`config.mk`:
```
export PLATFORM = sky130hd
export DESIGN_NAME = mux_switch_sequencer
export DESIGN_NICKNAME = d
export VERILOG_FILES = /design/src/rtl/mux_seq_pkg.sv /design/src/rtl/mux_switch_sequencer_phase_timer.sv /design/src/rtl/mux_switch_sequencer.sv
export SDC_FILE = /design/constraint.sdc
export NUM_CORES = 1
export LEC_CHECK = 0
export BUFFER_PORTS_ARGS = -buffer_cell sky130_fd_sc_hd__buf_2
export CAP_MARGIN = 10
export CORE_ASPECT_RATIO = 0.75
export CORE_MARGIN = 2
export CORE_UTILIZATION = 40
export CTS_CLUSTER_DIAMETER = 40
export CTS_CLUSTER_SIZE = 25
export DETAILED_ROUTE_END_ITERATION = 12
export PLACE_DENSITY = 0.74
export SYNTH_ARGS = -nofsm -noshare
export SYNTH_HDL_FRONTEND = slang
export SYNTH_SLANG_ARGS = --single-unit
```
`constraint.sdc`:
```
create_clock -name clk100 -period 4.1 [get_ports clk100]
set_input_delay 0.205 -clock clk100 [delete_from_list [all_inputs] [get_ports clk100]]
set_output_delay 0.205 -clock clk100 [all_outputs]
set_load 0.03 [all_outputs]
```
`src/rtl/mux_seq_pkg.sv`:
```
// Shared types and default timing for the break-before-make mux switch sequencer.
package mux_seq_pkg;

  localparam int unsigned CH_W  = 6;
  localparam int unsigned SEL_W = 5;

  // Default phase lengths in 10 ns cycles (ADG1206 enable/address and LT6559 settle).
  localparam int unsigned T_BREAK_DEF  = 2;
  localparam int unsigned T_ADDR_DEF   = 19;
  localparam int unsigned T_SETTLE_DEF = 12;

  typedef enum logic [2:0] {
    IDLE,
    BREAK,
    ADDR,
    ENABLE,
    SNDON,
    READY
  } seq_state_t;

endpackage

```
`src/rtl/mux_switch_sequencer_phase_timer.sv`:
```
// Loadable down-counter that times one sequencer phase; holds at zero.
module phase_timer #(
  parameter int unsigned CNT_W = 8
) (
  input  logic             clk100,
  input  logic             pre_reset,
  input  logic             load,
  input  logic [CNT_W-1:0] load_value,
  output logic             done
);

  logic [CNT_W-1:0] cnt;

  always_ff @(posedge clk100 or posedge pre_reset) begin
    if (pre_reset)          cnt <= '0;
    else if (load)          cnt <= load_value;
    else if (cnt != '0)     cnt <= cnt - CNT_W'(1);
  end

  assign done = (cnt == '0);

endmodule

```
`src/rtl/mux_switch_sequencer.sv`:
```
// Break-before-make sequencer for sender enables and ADG1206 P/N mux selects.
module mux_switch_sequencer
  import mux_seq_pkg::*;
#(
  parameter int unsigned CNT_W = 8,
  parameter int unsigned N_SND = 32
) (
  input  logic             clk100,
  input  logic             pre_reset,
  input  logic             req_valid,
  output logic             req_ready,
  input  logic [CH_W-1:0]  req_muxch,
  input  logic [N_SND-1:0] req_en_snd,
  input  logic [SEL_W-1:0] req_mux_p,
  input  logic [SEL_W-1:0] req_mux_n,
  input  logic [CNT_W-1:0] t_break,
  input  logic [CNT_W-1:0] t_addr,
  input  logic [CNT_W-1:0] t_settle,
  input  logic             abort,
  output logic [N_SND-1:0] en_snd,
  output logic [SEL_W-1:0] mux_p,
  output logic [SEL_W-1:0] mux_n,
  output logic             mux_en,
  output logic [CH_W-1:0]  cur_muxch,
  output logic             switching_ready,
  output logic             busy
);

  seq_state_t state, state_d;

  logic [N_SND-1:0] tgt_en_snd;
  logic [SEL_W-1:0] tgt_mux_p, tgt_mux_n;
  logic [CH_W-1:0]  tgt_muxch;
  logic [CNT_W-1:0] t_addr_q, t_settle_q;

  logic             tmr_load, tmr_done;
  logic [CNT_W-1:0] tmr_value;

  logic             same_c, accept_c;

  logic [N_SND-1:0] en_snd_d;
  logic [SEL_W-1:0] mux_p_d, mux_n_d;
  logic             mux_en_d, switching_ready_d, busy_d;
  logic [CH_W-1:0]  cur_muxch_d;

  // A programmed length of 0 runs the phase for one cycle.
  function automatic logic [CNT_W-1:0] phase_len(input logic [CNT_W-1:0] t);
    return (t == '0) ? '0 : t - CNT_W'(1);
  endfunction

  phase_timer #(.CNT_W(CNT_W)) u_timer (
    .clk100     (clk100),
    .pre_reset  (pre_reset),
    .load       (tmr_load),
    .load_value (tmr_value),
    .done       (tmr_done)
  );

  assign req_ready = (state == IDLE) || (state == READY);

  assign same_c = (state == READY) && (req_muxch == cur_muxch) &&
                  (req_en_snd == en_snd) && (req_mux_p == mux_p) &&
                  (req_mux_n == mux_n);

  assign accept_c = req_valid && req_ready && !abort && !same_c;

  always_ff @(posedge clk100 or posedge pre_reset) begin
    if (pre_reset) state <= IDLE;
    else           state <= state_d;
  end

  // Next state plus next value of every registered output.
  always_comb begin
    state_d           = state;
    tmr_load          = 1'b0;
    tmr_value         = '0;
    en_snd_d          = en_snd;
    mux_p_d           = mux_p;
    mux_n_d           = mux_n;
    mux_en_d          = mux_en;
    cur_muxch_d       = cur_muxch;
    switching_ready_d = switching_ready;
    busy_d            = busy;

    if (abort) begin
      state_d           = IDLE;
      en_snd_d          = '0;
      mux_en_d          = 1'b0;
      switching_ready_d = 1'b0;
      busy_d            = 1'b0;
    end else begin
      case (state)
        IDLE, READY: begin
          if (accept_c) begin
            state_d           = BREAK;
            tmr_load          = 1'b1;
            tmr_value         = phase_len(t_break);
            en_snd_d          = '0;
            mux_en_d          = 1'b0;
            switching_ready_d = 1'b0;
            busy_d            = 1'b1;
          end
        end
        BREAK: begin
          if (tmr_done) begin
            state_d   = ADDR;
            tmr_load  = 1'b1;
            tmr_value = phase_len(t_addr_q);
            mux_p_d   = tgt_mux_p;
            mux_n_d   = tgt_mux_n;
          end
        end
        ADDR: begin
          if (tmr_done) begin
            state_d   = ENABLE;
            tmr_load  = 1'b1;
            tmr_value = phase_len(t_settle_q);
            mux_en_d  = 1'b1;
          end
        end
        ENABLE: begin
          if (tmr_done) begin
            state_d     = SNDON;
            en_snd_d    = tgt_en_snd;
            cur_muxch_d = tgt_muxch;
          end
        end
        SNDON: begin
          state_d           = READY;
          switching_ready_d = 1'b1;
          busy_d            = 1'b0;
        end
        default: state_d = IDLE;
      endcase
    end
  end

  always_ff @(posedge clk100 or posedge pre_reset) begin
    if (pre_reset) begin
      en_snd          <= '0;
      mux_p           <= '0;
      mux_n           <= '0;
      mux_en          <= 1'b0;
      cur_muxch       <= '0;
      switching_ready <= 1'b0;
      busy            <= 1'b0;
    end else begin
      en_snd          <= en_snd_d;
      mux_p           <= mux_p_d;
      mux_n           <= mux_n_d;
      mux_en          <= mux_en_d;
      cur_muxch       <= cur_muxch_d;
      switching_ready <= switching_ready_d;
      busy            <= busy_d;
    end
  end

  // Targets and timing are captured once per accepted request.
  always_ff @(posedge clk100 or posedge pre_reset) begin
    if (pre_reset) begin
      tgt_en_snd <= '0;
      tgt_mux_p  <= '0;
      tgt_mux_n  <= '0;
      tgt_muxch  <= '0;
      t_addr_q   <= '0;
      t_settle_q <= '0;
    end else if (accept_c) begin
      tgt_en_snd <= req_en_snd;
      tgt_mux_p  <= req_mux_p;
      tgt_mux_n  <= req_mux_n;
      tgt_muxch  <= req_muxch;
      t_addr_q   <= t_addr;
      t_settle_q <= t_settle;
    end
  end

endmodule

```
==> impl_metrics.csv <==
group,metric,value,unit
floorplanning,die_w,146,um
critical_path,worstPathRequired,4.39,ns
floorplanning,fp.dieH,111,um
logic_synthesis,ys_types,49,
timing,layout_min_cycle_time,3.35,ns
grt,overflow,0,
layout,num-nets-final,709,
drt,viasPerCell,5.28,
layout,diodes,0,
cts,clk_latency,0.41,ns
timing,hold_viol_final,0,
logic_synthesis,syn_nets,565,
cts,clk_pin_slew,0.06,ns
timing,rsz0062_at_grt,"false",
grt,antenna_found_initial,0,
critical_path,crit_buf_inv,1,
critical_path,critPathCaptureType,"flip-flop",
logic_synthesis,yosysSeqAreaShare,52.1,%
floorplanning,ios,128,
critical_path,cpLargestDelayFamily,"simple AND/OR/NAND/NOR gates",
layout,layout-drive-gt1-share,37.7,%
logic_synthesis,syn_inst,483,
floorplanning,start_util,41.3,%
timing,finalMaxSlewViolations,0,
placed_design,io_buffers,127,
logic_synthesis,avgSynthCellArea,12.5,um^2
flow_run,drv_cap,0,
timing,slew_headroom,22.1,%
logic_synthesis,synth_seq_cells,126,
placed_design,gp_congestion,0.845,
cts,cts_setup_buffers,0,
logic_synthesis,ys_warn_count,0,
logic_synthesis,async_reset_ff_share,100,%
grt,grt_usage,19.3,%
cts,cts_sinks,126,
critical_path,crit_chain,"xor2_1 > nor4_1 > nand4_1 > or4_1 > nand2_4 > buf_4 > mux2_2",
drt,antenna_left,0,
floorplanning,dieArea,16100,um^2
drt,num_vias,4429,
floorplanning,floorplan.rows,38,
critical_path,cpMaxStageDelayCell,"or4_1",
logic_synthesis,synth_edf_count,0,
timing,worst_slack,0.754,ns
drt,wl,14800,um
layout,num-fill-cells,1306,
drt,firstDrtPassIters,5,
critical_path,max_stage_delay,0.79,ns
layout,utilization,51.7,%
timing,worst_slew_pin_slew,1.16,ns
power,cellLeakagePower,3.68,nW
critical_path,startpoint_type,"flip-flop",
drt,remaining_drc_errors,0,
drt,drt-wirelength-per-cell,17.7,um
power,irDropWorstVdd,343,uV
critical_path,critPathKind,"reg -> reg",
run_status,status,"complete, no violations",
timing,finalCritPeriodShare,81.6,%
cts,numCtsBuffers,17,
critical_path,cp_data_arrival_time,3.64,ns
placed_design,place_ws,0.699,ns
cts,cts_hold_buf,9,
logic_synthesis,ys.flop_type,"dfrtp_1",
grt,grt_pass1_vias,4660,
cts,ctsResizeCount,0,
cts,cts_tree,"yes",
power,powerDensity,513,nW/um^2
critical_path,crit_path_max_fanout,27,
logic_synthesis,netlist_area,6050,um^2
floorplanning,core_area,14600,um^2
timing,finalSetupViolCount,0,
critical_path,r2r-start,"mux_n[2]",
grt,grt_pass1_wl,24300,um
hold_path,hold_class,"in -> reg",
cts,cts_max_level,4,
layout,syn2layout_area_growth,25.1,%
grt,grt_max_degree,47,
power,p_total,0.00388,W
layout,layout.area.seq,3150,um^2
hold_path,min_from,"t_addr[3]",
drt,drt_iter0_drc,235,
cts,cts-root-buf,"clkbuf_16",
critical_path,crit_path_start,"mux_n[2]",
cts,cts_buffer_depth,2,
timing,finClkSkew,0.00585,ns
timing,setup_tns,0,ns
layout,multi_input_area,2730,um^2
timing,timing.fmax,299,MHz
placed_design,post-dp-hpwl,10800,um
==> registers in the layout, summed over array words and instances (netlist names), 3 cells and up <==
signal,count
en_snd,32
t_settle_q,8
mux_p,5
u_timer.cnt,8
tgt_en_snd,32
tgt_mux_n,5
tgt_muxch,6
state,3
tgt_mux_p,5
cur_muxch,6
mux_n,5
t_addr_q,8
==> per-stage QoR <==
stage / area (um^2) / hold slack, ns / instances
floorplan: 6050 / 0.337 / 483
global placement: 6880 / 0.267 / 799
detailed placement: 6880 / 0.281 / 799
CTS: 7570 / 0.00217 / 839
global route: 7570 / 0.00557 / 839
finish: 7570 / 0.0212 / 839
==> cell usage after synthesis (2+ instances only) <==
library cell	count	area (um^2)
dfrtp_1	126	3150
mux2_2	64	721
xor2_1	55	482
a22o_1	33	289
nand2_1	19	71.3
mux2_1	16	180
nor2_1	14	52.6
nor3_1	14	70.1
nor4_1	14	87.6
inv_1	12	45.0
xnor2_1	12	105
clkbuf_1	9	33.8
o22ai_1	8	50.1
a21oi_1	7	35.0
buf_6	6	67.6
ha_1	6	75.1
nand3_1	5	25.0
nand4_1	5	31.3
nor3b_1	5	37.5
buf_4	4	30.0
nor2b_1	4	25.0
o21ai_0	4	20.0
mux2i_1	3	30.0
nor4_2	3	37.5
o22a_1	3	26.3
or4_1	3	22.5
a21o_1	2	15.0
a22oi_1	2	15.0
a32oi_1	2	17.5
o221ai_1	2	17.5
o41ai_1	2	17.5
or3_1	2	12.5
==> cell type report <==
class                   count  share of cell area [%]
repair buffers            145                    10.5
multi-input cells         325                    36.0
well taps                 200                    3.31
inverters                  12                   0.628
flip-flops and latches    126                    41.7
clock buffers              26                    7.26
clock inverters             5                   0.661
==> power breakdown <==
group | switching (W) | internal [W] | total, W
Sequential | 0.000179 | 0.00146 | 0.00164
Combinational | 0.000382 | 0.000369 | 0.000751
Clock | 0.000519 | 0.000972 | 0.00149
==> routing by layer <==
metal | share of wire (%) | vias up | global-route usage (%)
li1 | - | 2050 | -
met3 | 6.3 | 19 | 5.00
met4 | 1.5 | 0 | 6.99
met5 | 0 | - | 0
met2 | 46 | 132 | 30.0
met1 | 46 | 2228 | 26.2
==> final timing paths <==
path / cells past startpoint / slack, ns / to
setup / recovery: 7 / 0.75 / tgt_mux_p[4]
hold / removal: 2 / 0.02 / t_addr_q[3]
setup reg to reg: 7 / 0.75 / tgt_mux_p[4]
hold reg to reg: 1 / 0.49 / en_snd[23]
max in group asynchronous: 4 / 2.76 / en_snd[11]
min in group asynchronous: 3 / 0.38 / u_timer.cnt[0]
==> cells in the final DEF (no fill, tap or decap), types with 3 or more instances in the layout <==
master           n
buf_2          127
dfrtp_1        126
mux2_2          64
xor2_1          55
a22o_1          33
nand2_1         19
clkbuf_16       17
mux2_1          16
nor4_1          14
nor2_1          14
nor3_1          13
xnor2_1         12
inv_1           11
clkbuf_8         9
dlygate4sd3_1    9
buf_4            9
o22ai_1          8
a21oi_1          7
ha_1             6
nand3_1          5
nand4_1          5
nor3b_1          5
nor2b_1          4
o21ai_0          4
clkinv_2         4
nor4_2           3
or4_1            3
o22a_1           3
mux2i_1          3
==> logic make-up after synthesis <==
logic type / synth area share, %
mux: 15.4
flops: 52.1
simple gates: 8.60
buf+inv: 3.00
xor+xnor: 9.70
compound gates: 9.95
fa+ha+maj: 1.24
Power figures use the tool's default switching activity.
